File: config.mk
export PLATFORM = sky130hd
export DESIGN_NAME = prbs_err_monitor
export DESIGN_NICKNAME = d
export VERILOG_FILES = /design/src/rtl/prbs_err_monitor.sv
export SDC_FILE = /design/constraint.sdc
export NUM_CORES = 1
export LEC_CHECK = 0
export CORE_ASPECT_RATIO = 1.1
export CORE_MARGIN = 4
export CORE_UTILIZATION = 30
export CTS_BUF_LIST = sky130_fd_sc_hd__clkbuf_4
export DETAILED_ROUTE_END_ITERATION = 16
export GPL_TIMING_DRIVEN = 0
export HOLD_SLACK_MARGIN = 0.15
export SYNTH_ARGS = -nofsm -noshare
export SYNTH_HDL_FRONTEND = slang
export SYNTH_SLANG_ARGS = --single-unit
export TNS_END_PERCENT = 30
File: constraint.sdc
create_clock -name txusrclk2 -period 6.6 [get_ports txusrclk2]
set_input_delay 0.99 -clock txusrclk2 [delete_from_list [all_inputs] [get_ports txusrclk2]]
set_output_delay 0.99 -clock txusrclk2 [all_outputs]
set_load 0.1 [all_outputs]
File: src/rtl/prbs_err_monitor.sv
// prbs_err_monitor
// Per-lane PRBS error accumulator placed after the PRBS checkers.
// Each lane has a lock FSM, a saturating error counter and an LED blanking
// timer. A lane-select mux presents one lane's count on err_count.
//
// Lane FSM states:
//   state     | meaning
//   ----------+--------------------------------------------------------------
//   ST_SEARCH | hunting for LOCK_CYCLES consecutive clean cycles; errors ignored
//   ST_LOCKED | lane aligned; errors counted, BAD_LIMIT consecutive errors unlock
//
// All lanes are independent. Every output is registered except lock and
// err_sat, which decode lane registers directly.

module prbs_err_monitor #(
    parameter int NCH         = 8,
    parameter int CNT_W       = 32,
    parameter int LOCK_CYCLES = 1024,
    parameter int BAD_LIMIT   = 16,
    parameter int STRETCH     = 4000000
) (
    input  logic                     txusrclk2,
    input  logic                     reset,
    input  logic [NCH-1:0]           prbs_error,
    input  logic                     PRBS_counter_reset_user,
    input  logic [$clog2(NCH)-1:0]   ch_sel,
    output logic [CNT_W-1:0]         err_count,
    output logic [NCH-1:0]           err_sat,
    output logic [NCH-1:0]           lock,
    output logic                     err_any,
    output logic [NCH-1:0]           led_fp
);

    localparam int CLEAN_W = $clog2(LOCK_CYCLES + 1);
    localparam int BAD_W   = $clog2(BAD_LIMIT + 1);
    localparam int STR_W   = $clog2(STRETCH + 1);

    typedef enum logic {
        ST_SEARCH = 1'b0,
        ST_LOCKED = 1'b1
    } lane_state_e;

    lane_state_e         state_q [NCH];
    lane_state_e         state_d [NCH];
    logic [CLEAN_W-1:0]  clean_q [NCH];
    logic [CLEAN_W-1:0]  clean_d [NCH];
    logic [BAD_W-1:0]    bad_q   [NCH];
    logic [BAD_W-1:0]    bad_d   [NCH];
    logic [CNT_W-1:0]    cnt_q   [NCH];
    logic [CNT_W-1:0]    cnt_d   [NCH];
    logic [STR_W-1:0]    str_q   [NCH];
    logic [STR_W-1:0]    str_d   [NCH];
    logic [NCH-1:0]      led_q;
    logic [NCH-1:0]      led_d;
    logic [CNT_W-1:0]    err_count_q;
    logic [CNT_W-1:0]    err_count_d;
    logic                err_any_q;
    logic                err_any_d;

    // Per-lane next state: lock FSM, run counters, saturating count, blanking timer.
    // The LED is derived from next-state values so it drops on the same edge lock drops.
    always_comb begin
        for (int i = 0; i < NCH; i++) begin
            state_d[i] = state_q[i];
            clean_d[i] = clean_q[i];
            bad_d[i]   = bad_q[i];
            cnt_d[i]   = cnt_q[i];
            str_d[i]   = (str_q[i] != '0) ? (str_q[i] - STR_W'(1)) : '0;

            case (state_q[i])
                ST_SEARCH: begin
                    if (prbs_error[i]) begin
                        clean_d[i] = '0;
                    end else if (clean_q[i] == CLEAN_W'(LOCK_CYCLES - 1)) begin
                        state_d[i] = ST_LOCKED;
                        clean_d[i] = '0;
                        bad_d[i]   = '0;
                    end else begin
                        clean_d[i] = clean_q[i] + CLEAN_W'(1);
                    end
                end
                ST_LOCKED: begin
                    if (prbs_error[i]) begin
                        if (cnt_q[i] != '1) begin
                            cnt_d[i] = cnt_q[i] + CNT_W'(1);
                        end
                        str_d[i] = STR_W'(STRETCH);
                        if (bad_q[i] == BAD_W'(BAD_LIMIT - 1)) begin
                            state_d[i] = ST_SEARCH;
                            bad_d[i]   = '0;
                            clean_d[i] = '0;
                        end else begin
                            bad_d[i] = bad_q[i] + BAD_W'(1);
                        end
                    end else begin
                        bad_d[i] = '0;
                    end
                end
                default: begin
                    state_d[i] = ST_SEARCH;
                end
            endcase

            // User clear beats a same-cycle error; lock tracking is left alone.
            if (PRBS_counter_reset_user) begin
                cnt_d[i] = '0;
                str_d[i] = '0;
            end

            led_d[i] = (state_d[i] == ST_LOCKED) && (str_d[i] == '0);
        end
    end

    // Lane-select mux and locked-lane error OR feeding the registered debug outputs.
    always_comb begin
        err_count_d = '0;
        if (int'(ch_sel) < NCH) begin
            err_count_d = cnt_q[ch_sel];
        end
        err_any_d = 1'b0;
        for (int i = 0; i < NCH; i++) begin
            err_any_d = err_any_d | (prbs_error[i] & (state_q[i] == ST_LOCKED));
        end
    end

    // State and output registers with synchronous reset that overrides all inputs.
    always_ff @(posedge txusrclk2) begin
        if (reset) begin
            for (int i = 0; i < NCH; i++) begin
                state_q[i] <= ST_SEARCH;
                clean_q[i] <= '0;
                bad_q[i]   <= '0;
                cnt_q[i]   <= '0;
                str_q[i]   <= '0;
            end
            led_q       <= '0;
            err_count_q <= '0;
            err_any_q   <= 1'b0;
        end else begin
            for (int i = 0; i < NCH; i++) begin
                state_q[i] <= state_d[i];
                clean_q[i] <= clean_d[i];
                bad_q[i]   <= bad_d[i];
                cnt_q[i]   <= cnt_d[i];
                str_q[i]   <= str_d[i];
            end
            led_q       <= led_d;
            err_count_q <= err_count_d;
            err_any_q   <= err_any_d;
        end
    end

    // Direct decodes of lane registers for lock and saturation flags.
    always_comb begin
        for (int i = 0; i < NCH; i++) begin
            lock[i]    = (state_q[i] == ST_LOCKED);
            err_sat[i] = (cnt_q[i] == '1);
        end
    end

    assign err_count = err_count_q;
    assign err_any   = err_any_q;
    assign led_fp    = led_q;

endmodule

==> impl_metrics.yaml, run 1 <==
run_status:
  status: "finished clean"
synthesis:
  synth_cells: 3408
  syn_area_per_cell_um2: 8.68
  ys_seq_area_share_pct: 41.2
  syn_area_um2: 29600
  synth_edf_count: 0
  async_flop_share_pct: 0
  yosys_warnings: 0
  synth_nets: 3454
  ys.flop_type: "dfxtp_1"
  synth_cell_type_count: 88
  ys_ff_latch: 609
final_layout:
  instances_no_fill: 5048
  nets: 3691
  syn_to_final_growth_pct: 14.9
  drive_above_1_share_pct: 10.4
setup_path:
  crit_path_max_incr_delay_ps: 1350
  startpoint_type: "flip-flop"
  path_cells: "and4_1 -> and4_1 -> clkbuf_1 -> nand3_1 -> nor3_1 -> clkdlybuf4s50_1"
  cp.required_ps: 5610
  path_class: "reg2out"
  cpMostUsedCell: "and4_1"
  crit_path_end_kind: "output port"
  crit_path_top_delay_cell: "clkdlybuf4s50_1"
  critPathMaxFanout: 8
  cp.arrival_ps: 4510
sta:
  rsz0062_at_grt: "false"
  worstMarginPinSlew_ps: 1260
  fin_crit_ps: 5500
  period_share_pct: 83.4
  timing.fmax_mhz: 182
  finClkSkew_ps: 77.9
  setup_viol: 0
  final_hold_viol_count: 0
  fin_setup_tns_ps: 0
  slew_violations: 0
  slew-limit-headroom_pct: 15.5
clock_tree:
  cts_resized: 0
  clk_pin_slew_worst_paths_ps: 60
  post_cts.repair.setup_buffers: 0
  clk_latency_ps: 1030
  cts_buffers: 170
  clk_path_buf_depth: 3
  ctsHoldBuffers: 0
  htree_num_levels: 4
  tritoncts: "done"
  cts_root_buffer: "clkbuf_4"
  cts_sinks: 609
floorplan:
  fp.dieH_um: 337
  dieArea_um2: 104000
  die_w_um: 307
  ioPinCount: 71
  start_util_pct: 30.3
  rows: 120
  core_um2: 97600
pwr:
  vdd_ir_drop_max_mv: 0.166
  fin_total_pwr_mw: 12.2
  p_sw_mw: 4.51
  swShare_pct: 36.9
  pwr-share-seq_pct: 35.8
  p_comb_share_pct: 35.7
  intPower_mw: 7.71
  total_leakage_power_nw: 11.9
  p_clk_share_pct: 28.5
  power.density_nw_per_um2: 360
place:
  io_buffers: 65
  hpwlAfterDp_um: 61900
  gp_congestion: 0.870
  dp.cells: 4754
detailed_routing:
  vias: 25678
  vias_per_cell: 5.09
  final_antenna_net_count: 0
  dr.pass1.iters: 5
  drtIter0Drc: 1757
  drc: 0
  totalWireLength_um: 84800
  routedWlPerCell_um: 16.8
grt:
  grt_pass1_vias: 24168
  grt_pass1_wl_um: 133000
  grt.total_usage_pct: 16.1
  antenna_found_initial: 5
  grt_overflow: 0
  grt_max_degree: 17
worst_hold_path:
  worstHoldPathType: "reg2reg"
run:
  cap_violations: 0
## sequential cells by signal, summed over array words and instances (netlist names)
| name | flops |
|---|---|
| bad_q | 40 |
| clean_q | 88 |
| cnt_q | 256 |
| err_any | 1 |
| err_count | 32 |
| led_fp | 8 |
| state_q | 8 |
| str_q | 176 |
## layer usage
layer / vias up / routed length, µm / track usage [%]
met2: 745 / 36800 / 24.4
met4: 2 / 3680 / 8.04
met3: 183 / 6110 / 4.32
li1: 12651 / - / -
met1: 12097 / 38200 / 21.2
met5: - / 13 / 0
## stage by stage
stage	setup slack, ps	area, µm²	util (%)	hold WS [ps]
final	1100	34000	34.8	461
after global routing	782	34000	34.8	466
after CTS	968	34000	34.8	382
after detailed placement	2150	31800	32.6	450
after global placement	2130	31800	32.6	445
after floorplan	2100	29600	-	427
## critical path, delay by kind of cell (launching register included)
family | cells | cell delay (ps)
simple gates | 4 | 1130
buf+inv | 2 | 1910
flops | 1 | 460
## final timing paths
kind                startpoint      endpoint  slack, ps  cells past startpoint
setup reg to reg   cnt_q[5][3]  cnt_q[5][17]       3350                      9
hold / removal    str_q[1][50]  str_q[1][50]        460                      2
setup / recovery   cnt_q[5][3]    err_sat[5]       1100                      6
hold reg to reg   str_q[1][50]  str_q[1][50]        460                      2
## area by class of cell
class | count | area (µm²)
fill | 10210 | 63600
multi-input combinational | 2599 | 16600
sequential | 609 | 12200
clock buffer | 246 | 1850
tap | 1281 | 1600
timing repair buffer | 65 | 651
buffer | 142 | 563
clock inverter | 46 | 305
inverter | 58 | 218
antenna | 2 | 5.00
## cell families after synthesis
| group | share of synthesized area, % |
|---|---|
| xor+xnor | 11.5 |
| flops | 41.2 |
| buf+inv | 2.64 |
| simple gates | 28.4 |
| fa+ha+maj | 1.35 |
| compound gates | 8.19 |
| mux | 6.70 |
## synthesized netlist by cell type (36+ instances only)
| master | instances | area (µm²) |
|---|---|---|
| nand2_1 | 193 | 724 |
| a21oi_1 | 165 | 826 |
| clkbuf_1 | 118 | 443 |
| and2_1 | 36 | 225 |
| mux4_2 | 64 | 1440 |
| dfxtp_1 | 609 | 12200 |
| xor2_1 | 207 | 1810 |
| and4_1 | 39 | 342 |
| nor2_1 | 618 | 2320 |
| xnor2_1 | 181 | 1590 |
| nor3_1 | 133 | 666 |
| nand3_1 | 170 | 851 |
| mux2i_1 | 54 | 541 |
| or3_1 | 67 | 419 |
| o21ai_0 | 90 | 450 |
| nor4_1 | 57 | 357 |
| and3_1 | 68 | 425 |
| nand4_1 | 115 | 719 |
| inv_1 | 58 | 218 |
## placed cells by master, fill, tap and decap left out, types with 64 or more instances in the layout
master	instances
dfxtp_1	609
nor2_1	618
or3_1	67
xor2_1	207
o21ai_0	90
xnor2_1	181
nor3_1	133
nand3_1	170
clkbuf_4	246
clkbuf_1	118
and3_1	68
nand2_1	193
a21oi_1	165
clkdlybuf4s50_1	65
nand4_1	115
mux4_2	64
## power by group through the flow
stage                     Clock (mW)  Combinational (mW)  Sequential [mW]
after floorplan                    0                3.56             4.37
after global placement             0                4.30             4.45
after detailed placement           0                4.31             4.45
after CTS                       3.62                4.34             4.37
after global routing            3.82                4.91             4.44
final                           3.49                4.36             4.38
Note: power is estimated with default switching activity, not from simulation.
==> run 2: changes to the inputs <==
Clock period 6.6 ns to 5.25 ns, I/O delays scaled along.
==> run 2 against run 1 <==
Net effect: total power up 26%; sequential share of layout area barely moved; count of clock-buffer cells in the layout unchanged; first-iteration DRC count increased by 0.68%; cell area about the same.
==> impl_metrics.yaml, run 2 (same netlist as run 1, synthesis figures left out) <==
place:
  io_buffers: 65
  gp_congestion: 0.870
  dp.cells: 4754
  hpwlAfterDp_um: 61900
sta:
  timing.fmax_mhz: 201
  fin_crit_ps: 4970
  fin_setup_tns_ps: 0
  period_share_pct: 94.7
  finClkSkew_ps: 77.8
  final_hold_viol_count: 0
  worstMarginPinSlew_ps: 1260
  slew_violations: 0
  rsz0062_at_grt: "false"
  slew-limit-headroom_pct: 15.4
  setup_viol: 0
  hold_ws_ps: 319
grt:
  grt_pass1_wl_um: 133000
  grt.total_usage_pct: 16.1
  grt_max_degree: 17
  grt_overflow: 0
  antenna_found_initial: 5
  grt_pass1_vias: 24168
final_layout:
  fill_cells: 10211
  layout_common_cells: "nor2_1 (618), dfxtp_1 (609), clkbuf_4 (246), xor2_1 (207), nand2_1 (193)"
  layout_commonest_cell: "nor2_1"
  instances_no_fill: 5048
  nets: 3691
  drive_above_1_share_pct: 10.5
  largest_register_ffs: 256
  syn_to_final_growth_pct: 14.9
  top_register: "cnt_q"
  largest_registers: "cnt_q (256), str_q (176), clean_q (88)"
detailed_routing:
  vias: 25684
  met1Wirelength_um: 38300
  top_layer_used: "met5"
  drc: 0
  dr.pass1.iters: 5
  totalWireLength_um: 84800
  drtIter0Drc: 1769
  wl_met2_um: 36800
  vias_per_cell: 5.09
  final_antenna_net_count: 0
  routedWlPerCell_um: 16.8
  wl_met3_um: 6100
worst_hold_path:
  worstHoldPathType: "in2reg"
  min-delay-start: "prbs_error[6]"
clock_tree:
  cts_buffers: 170
  clk_latency_ps: 1020
  post_cts.repair.setup_buffers: 0
  cts_root_buffer: "clkbuf_4"
  tritoncts: "done"
  htree_num_levels: 4
  cts_sinks: 609
  clk_pin_slew_worst_paths_ps: 60
  clk_path_buf_depth: 3
setup_path:
  r2r-start: "cnt_q[5][3]"
  crit_path_end_kind: "output port"
  critPathMaxFanout: 6
  cp.arrival_ps: 4190
  path_class: "reg2out"
  crit_start: "cnt_q[1][10]"
  startpoint_type: "flip-flop"
  cp.required_ps: 4460
floorplan:
  rows: 120
  core_um2: 97600
  dieArea_um2: 104000
  ioPinCount: 71
  die_w_um: 307
  fp.dieH_um: 337
  start_util_pct: 30.3
pwr:
  vdd_ir_drop_max_mv: 0.209
  total_leakage_power_nw: 12.0
  p_sw_mw: 5.67
  p_comb_share_pct: 35.7
  swShare_pct: 36.9
  power.density_nw_per_um2: 452
  p_clk_share_pct: 28.5
  intPower_mw: 9.70
  pwr-share-seq_pct: 35.8
run_status:
  status: "finished clean"
run:
  cap_violations: 0
## run 2: changes by cell type in the layout (fill, tap and decap cells not counted), sizes merged
cell,delta
clkdlybuf4s50,-6
dlygate4sd2,+1
dlymetal6s2s,+4
clkbuf,+1
## run 2: path summary, 6_finish.rpt
path	to	slack, ps	depth (start not counted)
max reg2reg	cnt_q[5][17]	1990	9
max	err_sat[1]	280	6
min	bad_q[1][14]	320	3
min reg2reg	str_q[1][50]	460	2
## run 2: critical path: stages (launching register included)
cell,delay [ps]
dfxtp_1,440
and4_1,270
nand4_1,210
nor2_1,340
nand4_1,210
nor3_1,480
clkdlybuf4s50_1,1240
## run 2: repair_timing
action	4_1_cts	5_1_grt
hold buffers	0	0
endpoints found under the hold margin	0	0
gates resized for setup	2	7
setup endpoints to repair	2	5
## run 2: stage by stage
step | setup slack (ps) | utilization [%] | total power [mW] | area (µm²)
3_3_place_gp | 979 | 32.6 | 11.0 | 31800
4_1_cts | 15.5 | 34.8 | 15.5 | 34000
3_5_place_dp | 1000 | 32.6 | 11.0 | 31800
5_1_grt | 2.44 | 34.8 | 16.5 | 34000
2_1_floorplan | 949 | - | 9.97 | 29600
6_report | 277 | 34.8 | 15.4 | 34000
## run 2: power groups by stage
stage / Combinational, mW / Sequential, mW / Clock, mW
after CTS: 5.46 / 5.50 / 4.55
after global routing: 6.17 / 5.58 / 4.80
after floorplan: 4.47 / 5.49 / 0
final: 5.48 / 5.51 / 4.38
after global placement: 5.41 / 5.59 / 0
after detailed placement: 5.42 / 5.59 / 0
## run 2: final cells by class
cell class | instances | area, µm² | share of cell area, %
Buffer | 142 | 563 | 1.66
Timing Repair Buffer | 65 | 654 | 1.92
Antenna cell | 2 | 5.00 | 0.0147
Sequential cell | 609 | 12200 | 35.9
Clock buffer | 246 | 1850 | 5.43
Clock inverter | 46 | 305 | 0.898
Inverter | 58 | 218 | 0.640
Tap cell | 1281 | 1600 | 4.71
Multi-Input combinational cell | 2599 | 16600 | 48.9
## run 2: routing by layer
metal / vias to the layer above / GRT usage (%)
met1: 12097 / 21.2
met3: 183 / 4.32
met5: - / 0
met4: 2 / 8.04
met2: 754 / 24.4
li1: 12648 / -
